### config.mk
export PLATFORM = sky130hd
export DESIGN_NAME = encoder_scan_seq
export DESIGN_NICKNAME = d
export VERILOG_FILES = /design/src/rtl/enc_pkg.sv /design/src/rtl/encoder_prio_comb.sv /design/src/rtl/encoder_scan_seq.sv
export SDC_FILE = /design/constraint.sdc
export NUM_CORES = 1
export LEC_CHECK = 0
export CORE_AREA = 2 2 39 41
export DETAILED_ROUTE_END_ITERATION = 6
export DIE_AREA = 0 0 41 43
export SLEW_MARGIN = 15
export SYNTH_ARGS = -nofsm -noshare
export SYNTH_HDL_FRONTEND = slang
export SYNTH_SLANG_ARGS = --single-unit
### constraint.sdc
create_clock -name clk -period 1.65 [get_ports clk]
set_clock_uncertainty 0.15 [all_clocks]
set_input_delay 0.33 -clock clk [delete_from_list [all_inputs] [get_ports clk]]
set_output_delay 0.33 -clock clk [all_outputs]
set_load 0.02 [all_outputs]
### src/rtl/enc_pkg.sv
// Shared types and helpers for the sequential priority encoder.
package enc_pkg;

  typedef enum logic {
    ST_IDLE = 1'b0,
    ST_SCAN = 1'b1
  } state_t;

  // Index width for a vector of the given size; never narrower than one bit.
  function automatic int clog2(input int value);
    int r;
    r = 0;
    for (int i = 0; i < 31; i++) begin
      if ((1 << i) < value) r = i + 1;
    end
    return (r < 1) ? 1 : r;
  endfunction

endpackage

### src/rtl/encoder_prio_comb.sv
// Combinational priority encoder: index of the winning set bit plus any/multi flags.
module encoder_prio_comb
  import enc_pkg::*;
#(
  parameter int N         = 4,
  parameter bit MSB_FIRST = 1'b0,
  localparam int W        = clog2(N)
) (
  input  logic [N-1:0] vec,
  output logic [W-1:0] idx,
  output logic         any,
  output logic         multi
);

  // The last match in loop order wins, so the scan direction is the reverse of the priority.
  always_comb begin
    idx = '0;
    if (MSB_FIRST) begin
      for (int i = 0; i < N; i++) begin
        if (vec[i]) idx = W'(i);
      end
    end else begin
      for (int i = N - 1; i >= 0; i--) begin
        if (vec[i]) idx = W'(i);
      end
    end
  end

  assign any   = |vec;
  assign multi = |(vec & (vec - N'(1)));

endmodule

### src/rtl/encoder_scan_seq.sv
// Sequential priority encoder: captures a vector and emits one set-bit index per beat.
//
//   state   | meaning
//   --------+-----------------------------------------------------------
//   ST_IDLE | nothing pending; in_ready=1, waiting for in_valid
//   ST_SCAN | emitting indices of pending bits, one per accepted beat
module encoder_scan_seq
  import enc_pkg::*;
#(
  parameter int N         = 4,
  parameter bit MSB_FIRST = 1'b0,
  localparam int W        = clog2(N)
) (
  input  logic         clk,
  input  logic         rst_n,
  input  logic         in_valid,
  output logic         in_ready,
  input  logic [N-1:0] in_data,
  output logic         out_valid,
  input  logic         out_ready,
  output logic [W-1:0] out_idx,
  output logic         out_last,
  output logic         out_zero
);

  state_t         state_q, state_d;
  logic [N-1:0]   pending_q, pending_d;
  logic           zero_q, zero_d;

  logic [W-1:0]   prio_idx;
  logic           pend_any;
  logic           pend_multi;
  logic [N-1:0]   clr_mask;
  logic           scan;
  logic           beat;
  logic           capture;

  encoder_prio_comb #(
    .N         (N),
    .MSB_FIRST (MSB_FIRST)
  ) u_prio (
    .vec   (pending_q),
    .idx   (prio_idx),
    .any   (pend_any),
    .multi (pend_multi)
  );

  assign scan      = (state_q == ST_SCAN);
  assign out_valid = scan;
  assign out_idx   = scan ? prio_idx : '0;
  assign out_last  = scan & ~pend_multi;
  assign out_zero  = scan & zero_q;

  assign beat     = out_valid & out_ready;
  assign in_ready = ~scan | (beat & out_last);
  assign capture  = in_valid & in_ready;
  assign clr_mask = pend_any ? (N'(1) << prio_idx) : '0;

  // A capture on the final beat overrides the return to idle, giving bubble-free reloads.
  always_comb begin
    state_d   = state_q;
    pending_d = pending_q;
    zero_d    = zero_q;
    if (beat) begin
      pending_d = pending_q & ~clr_mask;
      if (out_last) state_d = ST_IDLE;
    end
    if (capture) begin
      pending_d = in_data;
      zero_d    = (in_data == '0);
      state_d   = ST_SCAN;
    end
  end

  always_ff @(posedge clk or negedge rst_n) begin
    if (!rst_n) begin
      state_q   <= ST_IDLE;
      pending_q <= '0;
      zero_q    <= 1'b0;
    end else begin
      state_q   <= state_d;
      pending_q <= pending_d;
      zero_q    <= zero_d;
    end
  end

endmodule

* Word-level counts from Yosys, hierarchy flattened
Cells that the tools add are included.
** Storage, ports and cells
- Bits of input ports :: 8
- Bits in registers :: 6
** Cells by class
- $add $sub $neg :: 1
- Multiplexer cells :: 11
- Reductions and logical operators :: 6
- Bitwise operators :: 11
- Shifts and indexed selects :: 1
** Operators by type and width (number)
- 2-to-1 mux 4 bit :: 3
- 2-to-1 mux 2 bit :: 5
- AND 4 bit :: 2
- OR reduction 4 bit :: 2
- AND 1 bit :: 5
- logical NOT 4 bit :: 1
- NOT 4 bit :: 1
- nonzero test 2 bit :: 2
- left shift 1 x 2 -> 4 bit, first input constant :: 1
- subtractor 4 x 1 -> 4 bit, second input constant :: 1
- 2-to-1 mux 1 bit :: 3
- NOT 1 bit :: 2
- AND reduction 2 bit :: 1
- bitwise OR 1 bit :: 1

* Logic depth before layout (Yosys ltp)
Gate-level depths: netlist (run 1).
- Depth after elaboration :: 10
- Depth in mapped cells :: 4
- Gate-level depth less buffers :: 4

* Cells and area by module
A second synthesis (run 1) with hierarchy kept.
** Second synthesis, totals
- Cell total of the unflattened synthesis :: 44
- Area, all modules :: 384.1 µm²
** By module, submodules not included
- encoder_scan_seq :: cells an instance 34, times used 1, area each 336.6 µm²
- encoder_prio_comb :: cells an instance 10, times used 1, area each 47.5 µm²

* Least setup slack after synthesis (run 1)
OpenSTA, ideal clock, no wires.
- Kind :: reg2out
- From :: reg state_q (netlist: out_valid)
- To :: out out_idx[1]
- Stages on the path, launching flop included :: 3
- Arrival time :: 1335 ps
- Path slack :: -165 ps
- Path through :: dfrtp_1 -> inv_1 -> nor4_1
** Between the ends
- Word-level cells in the longest chain between the ends :: 1
** Ends and longest elaborated chain
- from (decl) :: RTL line encoder_scan_seq.sv:26 : state_t state_q, state_d;
- from (signal assigned) :: RTL line encoder_scan_seq.sv:81 : state_q <= state_d;
- 2-to-1 mux 2 bit :: RTL line encoder_scan_seq.sv:50 : assign out_idx = scan ? prio_idx : '0;
- to (decl) :: RTL line encoder_scan_seq.sv:21 : output logic [W-1:0] out_idx,
No other way between the ends.

* Final worst setup path (run 1)
- From :: reg pending_q[1]
- To :: out out_idx[1]
** Between the ends
- Word-level cells in the longest chain between the ends :: 3
** Ends and longest elaborated chain
- from (decl) :: RTL line encoder_scan_seq.sv:27 : logic [N-1:0] pending_q, pending_d;
- from (signal assigned) :: RTL line encoder_scan_seq.sv:82 : pending_q <= pending_d;
- 2-to-1 mux 2 bit (2 in a row) :: RTL line encoder_prio_comb.sv:24 : if (vec[i]) idx = W'(i);
- 2-to-1 mux 2 bit :: RTL line encoder_scan_seq.sv:50
No other way between the ends.

==> out/summary.txt, run 1 <==
status -> complete, but fails checks
failing checks -> setup timing
endpoints failing hold -> 0
Power Dens Cells -> 1800 mW/mm²
largest stage delay on the critical path -> 450 ps
Psw -> 0.530 mW
gr ovfl total -> 0
crit path kind -> reg -> out
ranking of synthesized cells by area -> dfrtp_1 43%, o311a_4 6.1%, o21ai_0 5.8%, a21oi_1 4.3%, mux2_4 4.3%
Vias per Instance -> 4.91
top-area cell type share of the netlist area -> 43.2%
largest family of logic cells by synthesized area -> compound AO/OA/AOI/OAI gates
initial drt markers -> 1
setup violators final -> 6
Slew Limit Fails -> 0
global-route total usage across every layer -> 15.4%
reg2reg setup slack -> -40 ps
DP Wirelength -> 737 µm
Clock Latency Late Sink -> 250 ps
metal2 WL -> 567 µm
Ys Warns -> 0
IO Count -> 14
register bit total from synthesis -> 6
fin crit period -> 1820 ps
Seq/Total Area, Yosys -> 43.2%
Crit path max-delay family -> flip-flops
first-pass GRT wire length -> 1730 µm
clk sinks -> 6
nets@finish -> 82
DR WL/cell -> 12.0 µm
Post-Route M1 WL -> 380 µm
Worst Path Max Fanout -> 3
core box area -> 0.00138 mm²
starting density of the core -> 25.1%
die height -> 43 µm
worst hold path type -> in -> async
Synth Area in Adders -> 0%
Non-Filler Instances -> 88
CTS buffer count -> 3
clock share of power -> 10.3%
crit path capture type -> output pin
WP data required -> 1170 ps
complex-gate fraction of the synthesized area -> 28.4%
Pleak -> 0.343 nW
startpoint types -> flop
combinational share of power -> 68.4%
Pre-antenna DRT Iters -> 2
IO buf count -> 13
Synth Area in XOR/XNOR -> 0%
floorplan row count -> 14
initial antenna violation count -> 0
Net Sw Frac -> 39.3%
fin util -> 54.2%
Reg clk slew, reported paths -> 40 ps
Slew Limit Headroom -> 81.9%
post-synthesis mux area share -> 7.19%
worst setup margin -> -168 ps
Area Overhead vs Synth -> 115%
simple-gate area share of the yosys netlist -> 18.0%
uppermost layer routed -> met4
H-tree levels -> 1
period utilisation layout -> 110%
number of buffers and inverters on the critical path -> 3
CP dominant cell by count -> buf_6
Routed WL -> 1060 µm
global placer's final weighted congestion -> 0.748
max_cap viols -> 0
Antenna Nets Post-Route -> 0
Inst Count DP -> 82
met3 routed WL -> 65 µm
Fmax -> 550 MHz
Syn Area/Cell -> 9.66 µm²
Cells after Synth -> 36
vias in the first global route -> 415
Critical-path top delay cell -> dfrtp_2
via count -> 432
CTS tree -> built
Critical Path AT -> 1340 ps
CTS Root Cell -> clkbuf_4
pin count of the biggest net entering global routing -> 7
synthesized area -> 348 µm²
dpl ws -> -403 ps
die area -> 0.00176 mm²
Synth Net Count -> 44
Slew @ Worst Pin -> 271 ps
Internal -> 0.820 mW
# DRC -> 0
worst path cell trace -> buf_6 -> buf_6 -> nor4_2 -> buf_4
diode count -> 0
Die W -> 41 µm
maximum clock insertion buffer count -> 2
layout cells sized above 1 -> 62.5%
RSZ-0062 raised after global routing -> true
Distinct cells, synth -> 19
Synth area leader -> dfrtp_1
Flop pwr share -> 21.3%
VDD IR max -> 0.565 mV
[power groups by stage]
stage / Combinational, mW / Clock, mW / Sequential (mW)
after global placement: 0.728 / 0 / 0.244
final: 0.923 / 0.139 / 0.287
after detailed placement: 0.738 / 0 / 0.246
after CTS: 0.855 / 0.141 / 0.275
after global routing: 0.997 / 0.153 / 0.296
after floorplan: 0.292 / 0 / 0.273
[per-layer routing]
layer	vias to the layer above	global-route usage (%)
met5	-	0
met4	0	14.0
met3	5	4.71
met2	15	22.5
met1	205	16.5
li1	207	-
[worst register-to-register path: cells and delay by family, from the launching register on]
family | cells | cell delay (ps)
simple gates | 1 | 470
flops | 1 | 410
buf+inv | 3 | 360
compound gates | 2 | 180
[synthesized netlist by cell type]
cell and n:
nor4_1 2, a22o_2 1, inv_1 3, dfrtp_1 6, o21ai_1 1, a211oi_2 1
nor2_1 3, and2_1 1, o311a_4 1, or4_1 1, o21ai_0 4, nand2_1 2
nand2b_1 2, a22oi_1 1, mux2_4 1, mux2i_1 1, nor3_1 1, a21oi_1 3
a211oi_1 1
[what timing repair did]
action,CTS,global route
endpoints found under the hold margin,0,0
pin swaps,7,6
resized for setup,44,10
buffers inserted,2,3
hold buffers,0,0
endpoints found under the setup margin,10,10
[cell usage in the layout (no fill, tap or decap)]
master / Yosys / routed
a211oi_4: 0 / 2
inv_2: 0 / 1
dfrtp_2: 0 / 3
clkbuf_4: 0 / 3
buf_6: 0 / 10
mux2_4: 1 / 1
nor4_1: 2 / 1
clkdlybuf4s50_1: 0 / 7
dfrtp_1: 6 / 3
nor3_2: 0 / 1
o311a_4: 1 / 1
inv_1: 3 / 2
o21ai_0: 4 / 2
nor4_2: 0 / 1
mux2i_1: 1 / 1
a22o_2: 1 / 1
or4_4: 0 / 1
nor2_1: 3 / 3
buf_2: 0 / 1
nand2_2: 0 / 1
dlygate4sd2_1: 0 / 1
nand2_1: 2 / 1
nand2b_1: 2 / 2
buf_4: 0 / 14
a21oi_2: 0 / 3
and2_1: 1 / 1
o21ai_1: 1 / 3
a22oi_2: 0 / 1
[through the flow]
| step | area (µm²) | setup TNS (ps) | power (mW) | hold slack, ps |
|---|---|---|---|---|
| 2_1_floorplan | 354 | 0 | 0.565 | -116 |
| 3_3_place_gp | 632 | -1810 | 0.972 | 355 |
| 3_5_place_dp | 632 | -1950 | 0.984 | 350 |
| 4_1_cts | 716 | -961 | 1.27 | 172 |
| 5_1_grt | 749 | -949 | 1.45 | 181 |
| 6_report | 749 | -631 | 1.35 | 166 |
[worst paths after layout]
| path | end | cells after the start | from |
|---|---|---|---|
| max in group asynchronous | pending_q[3]$_DFFE_PN0P_ | 1 | rst_n |
| min | pending_q[2]$_DFFE_PN0P_ | 1 | rst_n |
| min in group clk | zero_q$_DFFE_PN0P_ | 1 | zero_q$_DFFE_PN0P_ |
| min reg2reg | zero_q$_DFFE_PN0P_ | 1 | zero_q$_DFFE_PN0P_ |
| max | out_idx[1] | 4 | pending_q[1]$_DFFE_PN0P_ |
| max reg2reg | pending_q[3]$_DFFE_PN0P_ | 6 | pending_q[2]$_DFFE_PN0P_ |
[logic make-up (layout without fill, tap and decap cells)]
family	after synthesis	count (layout)
compound gates	13	13
buf+inv	3	39
flops	6	6
mux	2	2
simple gates	12	12
[area by class of cell]
type	instances	area [µm²]
fillers	141	634
multi-input cells	27	240
repair buffers	33	302
inverters	3	11.3
flip-flops and latches	6	154
well taps	16	20.0
clock buffers	3	22.5
[flip-flops by register name, summed over array words and instances (netlist names)]
name       cells
out_valid      1
pending_q      4
zero_q         1
(Power assumes the default switching activity.)
==> inputs of run 2 (changes only) <==
--- a/config.mk
+++ b/config.mk
@@ -5,6 +5,7 @@
 export SDC_FILE = /design/constraint.sdc
 export NUM_CORES = 1
 export LEC_CHECK = 0
+export ABC_AREA = 1
 export CORE_AREA = 2 2 39 41
 export DETAILED_ROUTE_END_ITERATION = 6
 export DIE_AREA = 0 0 41 43
==> out/summary.txt, run 2 <==
most common cell in the netlist -> nand2_1 (was dfrtp_1)
CTS buffer count -> 3 (unchanged)
Clock Latency Late Sink -> 250 ps (about the same)
IO Count -> 14 (unchanged)
ranking of synthesized cells by area -> dfrtp_1 35%, nand2_1 15%, nand2_2 5.8%, nand3_1 5.8%, nand2_4 5.2% (was dfrtp_1 43%, o311a_4 6.1%, o21ai_0 5.8%, a21oi_1 4.3%, mux2_4 4.3%)
Multi-input gate area -> 229 µm² (was 240 µm²)
largest family of logic cells by synthesized area -> simple AND/OR/NAND/NOR gates (was compound AO/OA/AOI/OAI gates)
Area Overhead vs Synth -> 53.3% (was 115%)
status -> finished clean (was complete, but fails checks)
Synth Net Count -> 68 (was 44)
Fmax -> 617 MHz (was 550 MHz)
simple-gate area share of the yosys netlist -> 41.5% (was 18.0%)
Filler Cell Count -> 156 (was 141)
Distinct cells, synth -> 18 (was 19)
Post-synth EDFFs -> 0 (unchanged)
worst path cell trace -> nand2_1 -> nand2_1 -> inv_2 -> nand2_1 -> nor2_1 -> buf_4 (was buf_6 -> buf_6 -> nor4_2 -> buf_4)
Cells after Synth -> 60 (was 36)
RSZ-0062 raised after global routing -> true (unchanged)
Synth Area in XOR/XNOR -> 0% (unchanged)
Vias per Instance -> 4.42 (was 4.91)
WP data required -> 1170 ps (about the same)
Ys Warns -> 0 (unchanged)
Critical Path AT -> 1140 ps (was 1340 ps)
core box area -> 0.00138 mm² (unchanged)
worst hold path type -> in -> async (unchanged)
Power Dens Cells -> 2020 mW/mm² (was 1800 mW/mm²)
initial antenna violation count -> 0 (unchanged)
floorplan row count -> 14 (unchanged)
CTS tree -> built (unchanged)
CP dominant cell by count -> nand2_1 (was buf_6)
Inst Count DP -> 98 (was 82)
via count -> 455 (was 432)
startpoint types -> flop (unchanged)
die area -> 0.00176 mm² (unchanged)
Seq/Total Area, Yosys -> 34.6% (was 43.2%)
first-pass GRT wire length -> 1550 µm (was 1730 µm)
Slew Limit Fails -> 0 (unchanged)
total negative slack -> 0 ps (was -631 ps)
max_cap viols -> 0 (unchanged)
layout cells sized above 1 -> 41.4% (was 62.5%)
DR WL/cell -> 9.82 µm (was 12.0 µm)
post-synthesis mux area share -> 0% (was 7.19%)
period utilisation layout -> 98.2% (was 110%)
pin count of the biggest net entering global routing -> 8 (was 7)
starting density of the core -> 31.4% (was 25.1%)
synthesized area -> 434 µm² (was 348 µm²)
H-tree levels -> 1 (unchanged)
global placer's final weighted congestion -> 0.738 (was 0.748)
Slew Limit Headroom -> 81.0% (was 81.9%)
IO buf count -> 13 (unchanged)
endpoints failing hold -> 0 (unchanged)
most frequent cells in the layout -> 17 x nand2_1, 13 x buf_4, 7 x inv_2, 7 x clkdlybuf4s50_1, 6 x dfrtp_1 (was 14 x buf_4, 10 x buf_6, 7 x clkdlybuf4s50_1)
crit path capture type -> output pin (unchanged)
Routed WL -> 1010 µm (was 1060 µm)
Non-Filler Instances -> 103 (was 88)
CTS Root Cell -> clkbuf_4 (unchanged)
gr ovfl total -> 0 (unchanged)
VDD IR max -> 0.769 mV (was 0.565 mV)
global-route total usage across every layer -> 13.3% (was 15.4%)
Synth Area in Adders -> 0% (unchanged)
die height -> 43 µm (unchanged)
fin crit period -> 1620 ps (was 1820 ps)
top-area cell type share of the netlist area -> 34.6% (was 43.2%)
complex-gate fraction of the synthesized area -> 11.2% (was 28.4%)
initial drt markers -> 3 (was 1)
DP Wirelength -> 835 µm (was 737 µm)
Slew @ Worst Pin -> 285 ps (was 271 ps)
Worst Path Max Fanout -> 3 (unchanged)
setup violators final -> 0 (was 6)
FF/Latch Area -> 150 µm² (was 154 µm²)
Antenna Nets Post-Route -> 0 (unchanged)
largest stage delay on the critical path -> 400 ps (was 450 ps)
Pleak -> 0.363 nW (was 0.343 nW)
Synth area leader -> dfrtp_1 (unchanged)
nets@finish -> 97 (was 82)
top_reg_cell synth -> dfrtp_1 (unchanged)
R2R cell count -> 11 (was 6)
crit path kind -> reg -> out (unchanged)
Reg clk slew, reported paths -> 50 ps (was 40 ps)
Critical-path top delay cell -> dfrtp_1 (was dfrtp_2)
max reg flops -> 4 (unchanged)
# DRC -> 0 (unchanged)
Pre-antenna DRT Iters -> 3 (was 2)
Syn Area/Cell -> 7.24 µm² (was 9.66 µm²)
Die W -> 41 µm (unchanged)
maximum clock insertion buffer count -> 2 (unchanged)
Synth top cells by count -> 17 x nand2_1, 6 x dfrtp_1, 5 x inv_1, 5 x inv_2, 5 x nand3_1 (was 6 x dfrtp_1, 4 x o21ai_0, 3 x a21oi_1, 3 x inv_1, 3 x nor2_1)
most common cell after layout, fill and taps aside -> nand2_1 (was buf_4)
CTS Hold Buffers Added -> 0 (unchanged)
diode count -> 0 (unchanged)
Largest Register -> pending_q (unchanged)
vias in the first global route -> 391 (was 415)
register bit total from synthesis -> 6 (unchanged)
clk sinks -> 6 (unchanged)
Async SR Flop Fraction -> 100% (unchanged)
[run 2: cell types whose count changed after synthesis, sizes merged, moves of 2 or more]
cell / previous run / this run
nand2: 2 / 23
inv: 3 / 10
nand3: 0 / 6
o21ai: 5 / 1
a211oi: 2 / 0
nand2b: 2 / 0
[run 2: final timing paths]
| path | startpoint | to | slack (ps) |
|---|---|---|---|
| worst max-delay path | pending_q[1]$_DFFE_PN0P_ | out_last | 30 |
| worst min register to register | zero_q$_DFFE_PN0P_ | zero_q$_DFFE_PN0P_ | 320 |
| min in group clk | zero_q$_DFFE_PN0P_ | zero_q$_DFFE_PN0P_ | 320 |
| worst min-delay path | rst_n | pending_q[1]$_DFFE_PN0P_ | 180 |
| max in group asynchronous | rst_n | pending_q[2]$_DFFE_PN0P_ | 940 |
| worst max register to register | pending_q[3]$_DFFE_PN0P_ | pending_q[3]$_DFFE_PN0P_ | 190 |
[run 2: layer usage]
metal | track usage [%] | wire length (µm) | part of all wire, %
met1 | 18.2 | 451 | 45
met2 | 18.1 | 505 | 50
met3 | 3.14 | 46 | 4.5
met4 | 8.00 | 8 | 0.79
met5 | 0 | 0 | 0
[run 2: power breakdown]
group / internal, mW / switching (mW) / leakage (nW) / total [mW]
logic: 0.430 / 0.495 / 0.274 / 0.925
clock network: 0.0823 / 0.0538 / 0.0138 / 0.136
registers: 0.214 / 0.0669 / 0.0752 / 0.281
[run 2: area by class of cell]
class                      count  area share [%]
sequential                     6            22.6
clock buffer                   3            3.38
timing repair buffer          25            30.5
tap                           16            3.01
multi-input combinational     42            34.4
inverter                      11            6.20
[run 2: cells by family (layout without fill, tap and decap cells)]
family          count (synthesis)  after routing
flops                           6              6
buf+inv                        12             39
simple gates                   36             36
compound gates                  6              6
[run 2: stage by stage]
stage	setup WS (ps)	cell area, µm²	util, %	power (mW)	hold slack [ps]
3_5_place_dp	-429	646	46.7	1.21	314
4_1_cts	15.5	657	47.5	1.32	183
6_report	29.1	666	48.1	1.34	177
5_1_grt	-59.1	666	48.1	1.47	191
3_3_place_gp	-405	646	46.7	1.20	312
2_1_floorplan	3.56	434	-	0.798	-116
[run 2: repair_timing]
action / 4_1_cts / 5_1_grt
endpoints found under the setup margin: 6 / 4
buffers inserted: 0 / 2
pin swaps: 0 / 5
gates resized for setup: 25 / 2
[run 2: worst max-delay path, delay by kind of cell, from the launching register on]
family,cells,cell delay (ps)
flops,1,400
simple gates,4,300
buf+inv,2,200
==> variant 1: new RTL, flow settings as in run 1 <==
`N` is set to 4 in 2 places; all go to 5.
--- a/src/rtl/encoder_prio_comb.sv
+++ b/src/rtl/encoder_prio_comb.sv
@@ -3,5 +3,5 @@
   import enc_pkg::*;
 #(
-  parameter int N         = 4,
+  parameter int N         = 5,
   parameter bit MSB_FIRST = 1'b0,
   localparam int W        = clog2(N)
--- a/src/rtl/encoder_scan_seq.sv
+++ b/src/rtl/encoder_scan_seq.sv
@@ -8,5 +8,5 @@
   import enc_pkg::*;
 #(
-  parameter int N         = 4,
+  parameter int N         = 5,
   parameter bit MSB_FIRST = 1'b0,
   localparam int W        = clog2(N)
Ports: changed (resized in_data and out_idx); port bits go from 14 to 16. No check against the original RTL was run, so the function may have changed too.
==> variant 1 against run 1 <==
- the run still ends with negative setup slack left
- via count is 10% higher
- power increased by 24%
- die area unchanged
- first-iteration DRC count rose to 6.0 times the old value
- routed wire length grew 17%
- count of clock-buffer cells in the layout up 1
- sequential cell count is 1 higher
- cell area increased by 13%
- setup slack lost 0.16 ns
- area after synthesis increased by 31%
- critical endpoint is now out_last
==> variant 1: results (changes against run 1) <==
outcome=complete, but fails checks (unchanged); violated checks=negative setup slack (unchanged); Placer Congestion=0.7023 (was 0.7479); largest net degree at the start of global routing=8 (was 7); Met2 Wirelength=676 µm (was 567 µm); Synth area leaders=dfrtp_1, mux2_4, inv_1 (was dfrtp_1, o311a_4, o21ai_0); worst r2r src=pending_q[3] (was pending_q[2]); Unique masters post-synth=22 (was 19); vias per cell=4.713 (was 4.909); Largest register FFs=5 (was 4); vias in the first global route=449 (was 415); cells on worst reg2reg path=5 (was 6); final layout net count=95 (was 82); Syn Nets=55 (was 44); # setup viols final=10 (was 6); R2R Path End=pending_q[4] (was pending_q[3]); Slew HR=77.11% (was 81.89%); Global Route met3 Usage=1.571% (was 4.712%); met3 wire len=44 µm (was 65 µm); leakage power=0.4190 nW (was 0.3426 nW); hpwl dp=865.6 µm (was 737.2 µm); worst setup margin=-0.3269 ns (was -0.1681 ns); commonest cells in the synthesized netlist=dfrtp_1, inv_1, nor2_1, o21ai_0 (was dfrtp_1, o21ai_0, a21oi_1, inv_1, nor2_1); sequential share of the synthesized area=38.46% (was 43.17%); hold_ws=0.1991 ns (was 0.1665 ns); Port Buffers=15 (was 13); worst reg2reg setup slack=-0.18 ns (was -0.04 ns)
variant 1: kinds of logic (layout without fill, tap and decap cells):
group           Yosys count  in the layout  synth area share, %
simple gates             15             15                16.76
mux                       5              5                14.29
buf+inv                   6             45                4.945
fa+ha+maj                 1              1                2.472
compound gates           12             12                23.08
flops                     7              7                38.46
variant 1: final cells by class:
cell class	count	area (µm²)
tap	16	20.02
multi-input combinational	33	292.8
clock buffer	4	26.28
timing repair buffer	35	307.8
fill	118	539.3
inverter	6	22.52
sequential	7	175.2
variant 1: timing repair:
action,in CTS,in global routing
setup buffers,4,3
gates resized for setup,43,6
setup endpoints to repair,12,11
pin swaps,6,5
variant 1: how the worst max path moves through the flow:
stage,startpoint,to,slack [ns],cells after the start
6_report,pending_q[3],out_last,-0.33,4
5_1_grt,pending_q[3],out_last,-0.41,4
4_1_cts,pending_q[3],out_last,-0.40,4
3_5_place_dp,pending_q[0],in_ready,-0.54,5
3_3_place_gp,pending_q[0],in_ready,-0.52,5
2_1_floorplan,pending_q[0],in_ready,-0.05,4
variant 1: through the flow:
step | total power (W) | cells | TNS, ns | setup WS (ns)
floorplan | 0.0008160 | 46 | -0.2376 | -0.04963
global placement | 0.001272 | 91 | -3.036 | -0.5181
detailed placement | 0.001280 | 91 | -2.959 | -0.5362
CTS | 0.001594 | 99 | -2.497 | -0.4038
global route | 0.001785 | 101 | -2.588 | -0.4087
finish | 0.001671 | 101 | -1.812 | -0.3269
variant 1: power by group:
part	internal [W]	switching (W)
logic	0.000679	0.000557
registers	0.000237	0.0000438
clock network	0.0000922	0.0000620
total	0.00101	0.000662
